===== config.mk =====
export PLATFORM = sky130hd
export DESIGN_NAME = eb_fifo_n
export DESIGN_NICKNAME = d
export VERILOG_FILES = /design/src/rtl/eb_fifo_n.sv
export SDC_FILE = /design/constraint.sdc
export NUM_CORES = 1
export LEC_CHECK = 0
export CAP_MARGIN = 20
export CORE_ASPECT_RATIO = 0.5
export CORE_MARGIN = 1
export CORE_UTILIZATION = 58
export DETAILED_ROUTE_END_ITERATION = 8
export GPL_TIMING_DRIVEN = 0
export PLACE_DENSITY_LB_ADDON = 0.08
export REMOVE_ABC_BUFFERS = 1
export SLEW_MARGIN = 5
export SYNTH_ARGS = -nofsm -noshare
export SYNTH_HDL_FRONTEND = slang
export SYNTH_SLANG_ARGS = --single-unit

===== constraint.sdc =====
create_clock -name clk -period 4.1 [get_ports clk]
set_clock_uncertainty 0.05 [all_clocks]
set_input_delay 1.025 -clock clk [delete_from_list [all_inputs] [get_ports clk]]
set_output_delay 1.025 -clock clk [all_outputs]
set_load 0.1 [all_outputs]

===== src/rtl/eb_fifo_n.sv =====
// N-entry valid/ready elastic FIFO with occupancy output and synchronous flush.
// Optional zero-latency empty bypass when EB_FIFO_N_BYPASS_EN is defined.
module eb_fifo_n #(
    parameter int DWIDTH = 32,
    parameter int DEPTH  = 4,
    localparam int CWIDTH = $clog2(DEPTH + 1)
) (
    input  logic              clk,
    input  logic              rst,
    input  logic              flush,
    input  logic [DWIDTH-1:0] t_data,
    input  logic              t_valid,
    output logic              t_ready,
    output logic [DWIDTH-1:0] i_data,
    output logic              i_valid,
    input  logic              i_ready,
    output logic [CWIDTH-1:0] count
);
    localparam int PWIDTH = $clog2(DEPTH);
    localparam logic [PWIDTH-1:0] LAST = PWIDTH'(DEPTH - 1);
    localparam logic [CWIDTH-1:0] FULL = CWIDTH'(DEPTH);

    logic [DWIDTH-1:0] mem [DEPTH];
    logic [PWIDTH-1:0] wr_ptr_q;
    logic [PWIDTH-1:0] rd_ptr_q;
    logic [CWIDTH-1:0] count_q;
    logic [CWIDTH-1:0] count_d;
    logic              t_ready_q;
    logic              not_empty;
    logic              push_mem;
    logic              pop_mem;

    assign not_empty = (count_q != '0);
    assign pop_mem   = not_empty & i_ready;
    assign t_ready   = t_ready_q;
    assign count     = count_q;

`ifdef EB_FIFO_N_BYPASS_EN
    logic bypass;
    // A beat offered to an empty buffer is shown downstream at once; it is
    // only written into storage if the consumer does not take it this cycle.
    assign bypass   = ~not_empty & t_valid & t_ready_q & ~flush & ~rst;
    assign i_valid  = not_empty | bypass;
    assign i_data   = not_empty ? mem[rd_ptr_q] : t_data;
    assign push_mem = t_valid & t_ready_q & ~(bypass & i_ready);
`else
    assign i_valid  = not_empty;
    assign i_data   = mem[rd_ptr_q];
    assign push_mem = t_valid & t_ready_q;
`endif

    always_comb begin
        count_d = count_q;
        if (push_mem && !pop_mem) begin
            count_d = count_q + CWIDTH'(1);
        end else if (pop_mem && !push_mem) begin
            count_d = count_q - CWIDTH'(1);
        end
    end

    always_ff @(posedge clk) begin
        if (rst) begin
            count_q   <= '0;
            wr_ptr_q  <= '0;
            rd_ptr_q  <= '0;
            t_ready_q <= 1'b0;
        end else if (flush) begin
            count_q   <= '0;
            wr_ptr_q  <= '0;
            rd_ptr_q  <= '0;
            t_ready_q <= 1'b1;
        end else begin
            count_q   <= count_d;
            t_ready_q <= (count_d < FULL);
            // Explicit wrap keeps non-power-of-two depths correct.
            if (push_mem) begin
                wr_ptr_q <= (wr_ptr_q == LAST) ? '0 : wr_ptr_q + PWIDTH'(1);
            end
            if (pop_mem) begin
                rd_ptr_q <= (rd_ptr_q == LAST) ? '0 : rd_ptr_q + PWIDTH'(1);
            end
        end
    end

    always_ff @(posedge clk) begin
        if (push_mem && !flush && !rst) begin
            mem[wr_ptr_q] <= t_data;
        end
    end

endmodule


Yosys cells after proc, flatten, opt, wreduce, memory -nomap -nowiden:

Memory sizes are Yosys's and may differ from the RTL's. A register that Yosys moved wholly into a read port is not among the register bits.
Index checks and enable logic that the tools add are counted.

* eq/ne operators: 2
* $mul: 0
* reduce and logical (&&, ||, !) cells: 10
* div/mod/pow operators: 0
* add/sub/neg operators: 4
* multiplexer cells: 9
* $lt $le $gt $ge: 1
* bitwise logic cells: 2
* shift-type cells: 0

Operators by type and width (count)
* $mux 2: 4
* $mux 3: 2
* $add 2x1->2 const B: 2
* $eq 2x2->1 const B: 2
* $logic_and 1x1->1: 4
* $logic_not 1->1: 4
* $add 3x1->3 const B: 1
* $lt 3x3->1 const B: 1
* $mux 1: 3
* $reduce_bool 3->1: 1
* $sub 3x1->3 const B: 1
* $and 1x1->1: 2
* $reduce_or 2->1: 1

* ROM bits: 0
* input bits: 37
* word-level logic and storage cells: 33
* output and inout port bits: 37
* RAM bits: 128
* memories: 1
* register bits after elaboration: 8
* bits in latches: 0

Memories
* mem: words 4, width 32, read ports 1, clocked after memory_dff 1, write ports 1, line 23 `logic [DWIDTH-1:0] mem [DEPTH];`

Logic depth before layout (Yosys ltp):

Gate-level depths: netlist of run 1.

* depth after elaboration: 7
* mapped depth: 10
* gate-level depth less buffers: 10

Worst setup path before layout of run 1:

OpenSTA, ideal clock, no wires.

* path type: reg2out
* from: register count_q[0] (netlist: count[0])
* to: output port i_valid
* buffers on the path: 0
* data required time: 3025 ps
* stages on the path, launching flop included: 4
* arrival time: 1686 ps
* path slack: 1339 ps
* cell sequence: dfxtp_1 > inv_1 > ha_1 > nand2b_4

* word-level cells in the longest chain between the ends: 1

Ends and longest elaborated chain
* start, declared: line 26 `logic [CWIDTH-1:0] count_q;`
* start signal, assigned: line 73 `count_q <= count_d;`
* $reduce_bool 3->1: line 33 `assign not_empty = (count_q != '0);`
* end, declared: line 15 `output logic i_valid,`

No other way between the ends.

==> results.toml, run 1 <==
[run_status]
status = "finished clean"

[clocking]
cts.sinks = 138
clkTransAtPathRegs_ns = 0.06
cts_setup_buffers = 0
cts.path.max_buffers = 2
h-tree-depth = 4
insertion_delay_ns = 0.41
cts_tree = "yes"
cts_root_buf = "clkbuf_16"
holdBufCountCts = 0
cts_buffers = 17
cts_resized = 0

[yosys]
yosys-top-cells-count = "edfxtp_1, mux4_2, a21oi_1, dfxtp_1, ha_1"
yosys_warnings = 0
synthMuxAreaShare_pct = 13.9
yosys.area.top_type_share_pct = 74.0
seq_area_frac_synth_pct = 77.8
yosys.area.top_type = "edfxtp_1"
syn_area_um2 = 5200
ys_ff_latch = 138
yosys_most_used_dff = "edfxtp_1"
synthSimpleGateAreaFrac_pct = 2.48
yosysMostFrequentCell = "edfxtp_1"
synth.area.top_cells = "edfxtp_1, mux4_2, dfxtp_1"
synth_top_family_by_area = "multiplexers"
synthAdderAreaFrac_pct = 2.41
synth_compound_area_share_pct = 1.49
netlist_instances = 235
synth_cell_type_count = 24
synth.avg_cell_area_um2 = 22.1
synth_edf_count = 128
synth_xor_area_share_pct = 0.337
async_flop_share_pct = 0

[finish]
area_growth_pct = 29.7
fillCellCount = 433
fin_nets = 368
layout-drive-gt1-share_pct = 21.9
num_antenna_cells = 0
stdcell_area_um2 = 6740

[power_and_ir_drop]
irDropWorstVdd_mv = 0.368
p_per_area_nw_per_um2 = 516
leakagePower_uw = 0.00222

[worst_setup_path]
cp.buffers_inverters = 2
critPathMaxFanout = 19
path_cells = "buf_12 > mux4_2 > clkdlybuf4s50_1"
crit_type = "flop to primary output"
cp_top_family = "buffers and inverters"
worstSetupEndpointType = "primary output"
arrival_ns = 2.91
max_stage_delay_ns = 0.99
required_ns = 3.02
cp_slowest_cell = "clkdlybuf4s50_1"
worst_setup_path_start_kind = "flop"

[detailed_routing]
wire_per_inst_um = 21.0
vias = 2536
dr.pass1.iters = 4
postRouteAntennaNets = 0
drc = 0
wirelength_mm = 9.36
drt_iter0_markers = 160
viasPerCell = 5.70

[placed_design]
dpl_cell_area_um2 = 6060
pre_cts_slack_ns = 0.485
io_buffer_count = 73
gp_congestion = 0.772
dp_hpwl_mm = 5.24

[sta]
slew_headroom_pct = 32.9
setup_violations = 0
period_share_pct = 97.1
max_freq_mhz = 251
rsz0062_at_grt = "false"
final-hold-violation-count = 0
finalMaxSlewViolations = 0
period_minus_slack_ns = 3.98
layout_setup_ws_ns = 0.119
holdWs_ns = 0.454
worstMarginPinSlew_ns = 1.00

[job]
drv_cap = 0

[die]
num_rows = 23
die_w_um = 136
start_util_pct = 62.3
core_um2 = 8350
dieArea_um2 = 9370
io_pins = 74
die_h_um = 68.9

[grt]
grt_start_max_net_pins = 33
grt_antenna_before_repair = 0
grt_pass1_wl_mm = 14.0
grt_usage_pct = 22.4
grt_pass1_vias = 2722
overflow = 0

[min_path]
hp-class = "flop to flop"
state kept, by name (all words and copies together), names as in the netlist, named ones only:
| name | flops |
|---|---|
| count | 3 |
| mem | 128 |
| rd_ptr_q | 2 |
| t_ready | 1 |
| wr_ptr_q | 2 |
final timing paths:
kind / slack, ns / startpoint / endpoint / cells past startpoint
max: 0.12 / flop / i_data[11] / 3
min: 0.45 / rd_ptr_q[0]$_SDFFE_PP0P_ / flop / 2
max reg2reg: 2.14 / t_ready$_SDFF_PP0_ / mem[2][26]$_DFFE_PP_ / 3
min reg2reg: 0.45 / rd_ptr_q[0]$_SDFFE_PP0P_ / flop / 2
placed cells by master, fill, tap and decap left out, types with 2 or more instances in the layout:
cell type	Yosys	layout
ha_1	10	10
edfxtp_1	128	128
nand2_1	8	8
dfxtp_1	10	8
and3_2	0	4
dfxtp_2	0	2
clkbuf_16	0	17
a211oi_1	2	2
bufinv_16	0	7
mux4_2	32	32
clkinvlp_4	0	2
clkdlybuf4s50_1	0	72
nor2_1	5	5
buf_12	0	2
inv_1	7	7
clkinv_2	0	3
a21oi_1	10	10
area by class of cell:
| class | instances | area, um^2 | area share, % |
|---|---|---|---|
| inverter | 7 | 26.3 | 0.390 |
| sequential | 138 | 4050 | 60.0 |
| clock inverter | 13 | 249 | 3.69 |
| multi-input combinational | 82 | 1070 | 15.9 |
| tap | 112 | 140 | 2.08 |
| clock buffer | 18 | 429 | 6.37 |
| timing repair buffer | 75 | 773 | 11.5 |
logic make-up after synthesis:
group                    after synthesis
flip-flops                           138
multiplexers                          32
AND/OR/NAND/NOR                       24
buffers and inverters                 15
AO/OA/AOI/OAI                         14
adder cells (fa/ha/maj)               10
XOR/XNOR                               2
routing by layer:
layer / routed length (um) / global-route usage [%] / up-vias
met2: 4800 / 38.3 / 83
met5: 0 / 0 / -
li1: - / - / 1138
met1: 3900 / 26.2 / 1304
met3: 552 / 8.41 / 11
met4: 106 / 9.44 / 0
stage by stage:
step / total power [uW] / std cells / util (%) / TNS (ns)
after floorplan: 1690 / 227 / - / 0
after global placement: 1760 / 412 / 72.0 / -19.30
after detailed placement: 1770 / 414 / 72.6 / 0
after CTS: 3500 / 445 / 80.7 / 0
after global routing: 3570 / 445 / 80.7 / 0
final: 3480 / 445 / 80.7 / 0
worst reg2reg max path: cells and delay by family (launching register included):
kind          cells  cell delay [ns]
simple gates      2             0.97
flops             1             0.33
buf+inv           1             0.21
report_power, final:
part,total [uW],internal [uW],switching [uW]
clock network,1740,1190,543
logic,188,66.0,122
registers,1550,1550,4.97
total,3480,2810,670
(Power assumes the default switching activity.)
==> run 2, diff against run 1 <==
--- a/config.mk
+++ b/config.mk
@@ -6,9 +6,11 @@
 export NUM_CORES = 1
 export LEC_CHECK = 0
 export CAP_MARGIN = 20
+export CELL_PAD_IN_SITES_DETAIL_PLACEMENT = 1
+export CELL_PAD_IN_SITES_GLOBAL_PLACEMENT = 2
 export CORE_ASPECT_RATIO = 0.5
 export CORE_MARGIN = 1
-export CORE_UTILIZATION = 58
+export CORE_UTILIZATION = 45
 export DETAILED_ROUTE_END_ITERATION = 8
 export GPL_TIMING_DRIVEN = 0
 export PLACE_DENSITY_LB_ADDON = 0.08
==> run 2 against run 1 <==
  * Global-route usage decreased by 4.3 points
  * Register-to-register slack improved by 0.12 ns
  * Routed wire length increased by 5.3%
  * Final area increased by 0.30%
  * Final cell count increased by 8.5%
  * Highest routed layer unchanged
  * Total power decreased by 10%
  * Sequential share of layout area decreased by 0.18 points
  * Maximum frequency increased by 5.4%
  * Combinational power about the same
  * Critical endpoint is now i_data[5]
  * Via count increased by 0.39%
==> results.toml, run 2 (synthesis results as in run 1) <==
[run_status]
status = "finished clean"

[placed_design]
gp_congestion = 0.706
place_inst = 451
dpl_cell_area_um2 = 6180
io_buffer_count = 73
dp_hpwl_mm = 6.17

[sta]
worstMarginPinSlew_ns = 0.998
slew_headroom_pct = 33.2
finalMaxSlewViolations = 0
period_share_pct = 92.2
max_freq_mhz = 265
holdWs_ns = 0.450
setup_violations = 0
rsz0062_at_grt = "false"
final-hold-violation-count = 0
period_minus_slack_ns = 3.78

[finish]
final_cell_mix = "edfxtp_1, clkdlybuf4s50_1, mux4_2"
fin_nets = 372
fillCellCount = 960
layout-drive-gt1-share_pct = 22.5
stdcell_area_um2 = 6760
largest-register = "mem"
mostFrequentLayoutCell = "edfxtp_1"
stdcell_count = 483
num_antenna_cells = 0
area_growth_pct = 30.0
largest_reg_flops = 128

[clocking]
cts_root_buf = "clkbuf_16"
cts_buffers = 17
h-tree-depth = 4
cts_tree = "yes"
insertion_delay_ns = 0.41
holdBufCountCts = 0
cts_setup_buffers = 0
clkTransAtPathRegs_ns = 0.06
cts.path.max_buffers = 2
cts.sinks = 138

[die]
die_w_um = 154
io_pins = 74
core_um2 = 11100
start_util_pct = 46.8
dieArea_um2 = 12000
die_h_um = 78.0
num_rows = 27

[detailed_routing]
wire_per_inst_um = 20.4
dr.pass1.iters = 4
drt_iter0_markers = 119
wirelength_mm = 9.86
postRouteAntennaNets = 0
vias = 2546
viasPerCell = 5.27
drc = 0

[worst_setup_path]
critPathMaxFanout = 15
max_stage_delay_ns = 0.99
r2r-end = "count[2]$_SDFF_PP0_"
cp_slowest_cell = "clkdlybuf4s50_1"
required_ns = 3.02
r2r-start = "count[0]$_SDFFE_PP0P_"
rr_worst_depth = 10
worstSetupEndpointType = "primary output"
crit_type = "flop to primary output"
regToRegSetupSlack_ns = 2.26
worst_setup_path_start_kind = "flop"
path_cells = "mux4_2 > clkdlybuf4s50_1"
setup.worst_path.end = "i_data[5]"
arrival_ns = 2.70

[power_and_ir_drop]
p_per_area_nw_per_um2 = 462
irDropWorstVdd_mv = 0.280
total_power_uw = 3120
leakagePower_uw = 0.00233

[grt]
grt_start_max_net_pins = 24
grt_pass1_vias = 2785
grt_pass1_wl_mm = 15.3
grt_antenna_before_repair = 0
overflow = 0
grt_usage_pct = 18.1

[job]
drv_cap = 0

[min_path]
hp-class = "flop to flop"
[run 2: cell count changes in the layout (fill, tap and decap cells not counted), sizes merged, moves of 4 or more]
cell and change:
clkdlybuf4s50 -17, dlymetal6s2s +15, bufinv -6, clkinv +5, buf +4
[run 2: final cells by class]
cell class / count / area, um^2 / area share, %
Clock buffer: 20 / 437 / 6.46
Clock inverter: 12 / 105 / 1.55
Inverter: 7 / 26.3 / 0.389
Multi-Input combinational cell: 82 / 1070 / 15.9
Sequential cell: 138 / 4050 / 59.9
Tap cell: 145 / 181 / 2.68
Timing Repair Buffer: 79 / 888 / 13.1
[run 2: metrics by stage]
| stage | util [%] | TNS (ns) | worst slack [ns] |
|---|---|---|---|
| 5_1_grt | 60.8 | 0 | 0.176 |
| 4_1_cts | 60.5 | 0 | 0.000802 |
| 2_1_floorplan | - | 0 | 0.648 |
| 6_report | 60.8 | 0 | 0.321 |
| 3_5_place_dp | 55.6 | 0 | 0.441 |
| 3_3_place_gp | 54.5 | -20.62 | -0.670 |
[run 2: timing repair]
item	4_1_cts	5_1_grt
cloned	0	0
pin swaps	0	0
setup endpoints to repair	2	16
gates resized for setup	2	16
[run 2: worst min-delay path by stage]
stage                        startpoint                  endpoint  depth (start not counted)
2_1_floorplan  rd_ptr_q[1]$_SDFFE_PP0P_                      flop                          2
4_1_cts        wr_ptr_q[1]$_SDFFE_PP0P_  wr_ptr_q[1]$_SDFFE_PP0P_                          2
5_1_grt        wr_ptr_q[1]$_SDFFE_PP0P_  wr_ptr_q[1]$_SDFFE_PP0P_                          2
6_report       wr_ptr_q[1]$_SDFFE_PP0P_  wr_ptr_q[1]$_SDFFE_PP0P_                          2
3_3_place_gp   rd_ptr_q[1]$_SDFFE_PP0P_  rd_ptr_q[1]$_SDFFE_PP0P_                          2
3_5_place_dp   wr_ptr_q[1]$_SDFFE_PP0P_  wr_ptr_q[1]$_SDFFE_PP0P_                          2
[run 2: metal layers]
metal / vias to the layer above / routed length, um / global-route usage [%]
met1: 1323 / 4400 / 23.0
met4: 0 / 128 / 7.50
met5: - / 0 / 0
met3: 12 / 408 / 5.75
met2: 62 / 4920 / 29.2
li1: 1149 / - / -
[run 2: report_power, final]
group / switching (uW) / internal [uW]
clock network: 555 / 830
logic: 121 / 66.4
registers: 5.15 / 1550
[run 2: worst max-delay path, delay by kind of cell, from the launching register on]
family	cells	cell delay [ns]
multiplexers	1	0.59
flip-flops	1	0.70
buffers and inverters	1	0.99
==> run 3, diff against run 2 <==
--- a/config.mk
+++ b/config.mk
@@ -14,7 +14,6 @@
 export DETAILED_ROUTE_END_ITERATION = 8
 export GPL_TIMING_DRIVEN = 0
 export PLACE_DENSITY_LB_ADDON = 0.08
-export REMOVE_ABC_BUFFERS = 1
 export SLEW_MARGIN = 5
 export SYNTH_ARGS = -nofsm -noshare
 export SYNTH_HDL_FRONTEND = slang
==> run 3 against run 2 <==
  * Via count down 1.1%
  * Core utilization fell by 0.43 points
  * Critical path type unchanged
  * Total power fell by 1.2%
  * Clock-buffer cell count is the same
  * Largest power group unchanged
  * Maximum frequency rose by 1.3%
  * Register-to-register slack improved by 0.08 ns
  * Critical path depth up 2
  * Setup slack improved by 0.049 ns
  * First-iteration DRC count fell by 0.84%
  * Flip-flop and latch count is the same
  * Global-route usage decreased by 0.46 points
==> results.toml, run 3 (synthesis results as in run 1) <==
[run_status]
status = "finished clean"

[sta]
finalSetupTns_ns = 0
max_freq_mhz = 268
rsz0062_at_grt = "false"
slew_headroom_pct = 33.1
holdWs_ns = 0.453
final-hold-violation-count = 0
period_minus_slack_ns = 3.73
finalMaxSlewViolations = 0
setup_violations = 0
period_share_pct = 91.0
worstMarginPinSlew_ns = 1.00
layout_setup_ws_ns = 0.370

[detailed_routing]
dr.pass1.iters = 4
drt_iter0_markers = 118
wirelength_mm = 9.46
wire_per_inst_um = 19.4
wl_met1_mm = 4.45
viasPerCell = 5.17
postRouteAntennaNets = 0
top_layer_used = "met4"
wl_met3_um = 420
vias = 2518
route.met2.wl_mm = 4.50
drc = 0

[grt]
grt_usage_pct = 17.7
grt_pass1_vias = 2818
grt_antenna_before_repair = 0
grt_pass1_wl_mm = 15.2
grt_start_max_net_pins = 30
overflow = 0

[worst_setup_path]
worstSetupEndpointType = "primary output"
critPathMaxFanout = 10
arrival_ns = 2.65
r2r-start = "count[0]$_SDFFE_PP0P_"
rr_worst_depth = 10
r2r-end = "count[2]$_SDFF_PP0_"
cp.buffers_inverters = 3
cp_top_family = "buffers and inverters"
path_cells = "buf_2 > buf_6 > mux4_2 > clkdlybuf4s50_1"
crit_type = "flop to primary output"
regToRegSetupSlack_ns = 2.34
required_ns = 3.02
path_depth = 4
worst_setup_path_start_kind = "flop"
cp_slowest_cell = "clkdlybuf4s50_1"
max_stage_delay_ns = 0.98

[clocking]
cts_tree = "yes"
insertion_delay_ns = 0.40
cts_buffers = 17
cts_root_buf = "clkbuf_16"
h-tree-depth = 4
cts.path.max_buffers = 2
clkTransAtPathRegs_ns = 0.05
holdBufCountCts = 0
cts.sinks = 138
cts_resized = 0
cts_setup_buffers = 0

[min_path]
whs_endpoint = "rd_ptr_q[1]$_SDFFE_PP0P_"
hold_start = "rd_ptr_q[1]$_SDFFE_PP0P_"
hp-class = "flop to flop"
hold_depth = 2

[die]
start_util_pct = 46.8
dieArea_um2 = 12000
die_w_um = 154
num_rows = 27
io_pins = 74
core_um2 = 11100
die_h_um = 78.0

[job]
drv_cap = 0

[placed_design]
gp_congestion = 0.737
dp_hpwl_mm = 6.03
pre_cts_slack_ns = 0.770
io_buffer_count = 73

[finish]
largest-register = "mem"
final_util_pct = 60.4
fin_nets = 378
largest_reg_flops = 128
final_cell_mix = "edfxtp_1, clkdlybuf4s50_1, mux4_2"
num_antenna_cells = 0
layout-drive-gt1-share_pct = 22.2
area_growth_pct = 29.1
mostFrequentLayoutCell = "edfxtp_1"

[power_and_ir_drop]
irDropWorstVdd_mv = 0.249
leakagePower_uw = 0.00220
p_per_area_nw_per_um2 = 460

[yosys]
syn_nets = 282
run 3: changes by cell type in the layout (fill, tap and decap cells not counted), moves of 3 or more:
cell             change
buf_2                +4
buf_6                +3
clkdlybuf4s50_1     +18
clkinv_4             -3
dlymetal6s2s_1      -16
run 3: per-stage QoR:
step	area, um^2	cells	power [uW]
2_1_floorplan	5200	235	1690
3_3_place_gp	6110	453	1760
3_5_place_dp	6190	457	1770
4_1_cts	6710	487	3120
5_1_grt	6710	487	3180
6_report	6710	487	3090
run 3: tightest hold or removal path, cell delays in order (launching register included):
cell	delay [ns]
dfxtp_1	0.31
nand2_1	0.08
a21oi_1	0.06
run 3: worst max path at each step:
stage / from / slack [ns] / endpoint
after detailed placement: flop / 0.77 / i_data[13]
after global routing: flop / 0.24 / i_data[9]
after global placement: t_valid / 0.39 / mem[0][20]$_DFFE_PP_
final: flop / 0.37 / i_data[13]
after CTS: flop / 0.31 / i_data[13]
after floorplan: count[0]$_SDFFE_PP0P_ / 1.34 / i_valid
run 3: power breakdown:
part           internal, uW  total, uW  switching, uW
Combinational          67.8        190            123
Clock                   817       1350            529
Sequential             1550       1550           3.44
Total                  2430       3090            656
run 3: area by class of cell:
| class | count | area [um^2] |
|---|---|---|
| repair buffers | 77 | 811 |
| multi-input cells | 82 | 1070 |
| fillers | 969 | 4400 |
| flip-flops and latches | 138 | 4040 |
| clock inverters | 10 | 80.1 |
| clock buffers | 20 | 437 |
| well taps | 145 | 181 |
| inverters | 7 | 26.3 |
| plain buffers | 8 | 57.6 |
run 3: routing by layer:
metal | vias to the layer above | GRT usage [%]
li1 | 1154 | -
met3 | 9 | 5.87
met1 | 1299 | 22.8
met4 | 0 | 6.90
met5 | - | 0
met2 | 56 | 28.0
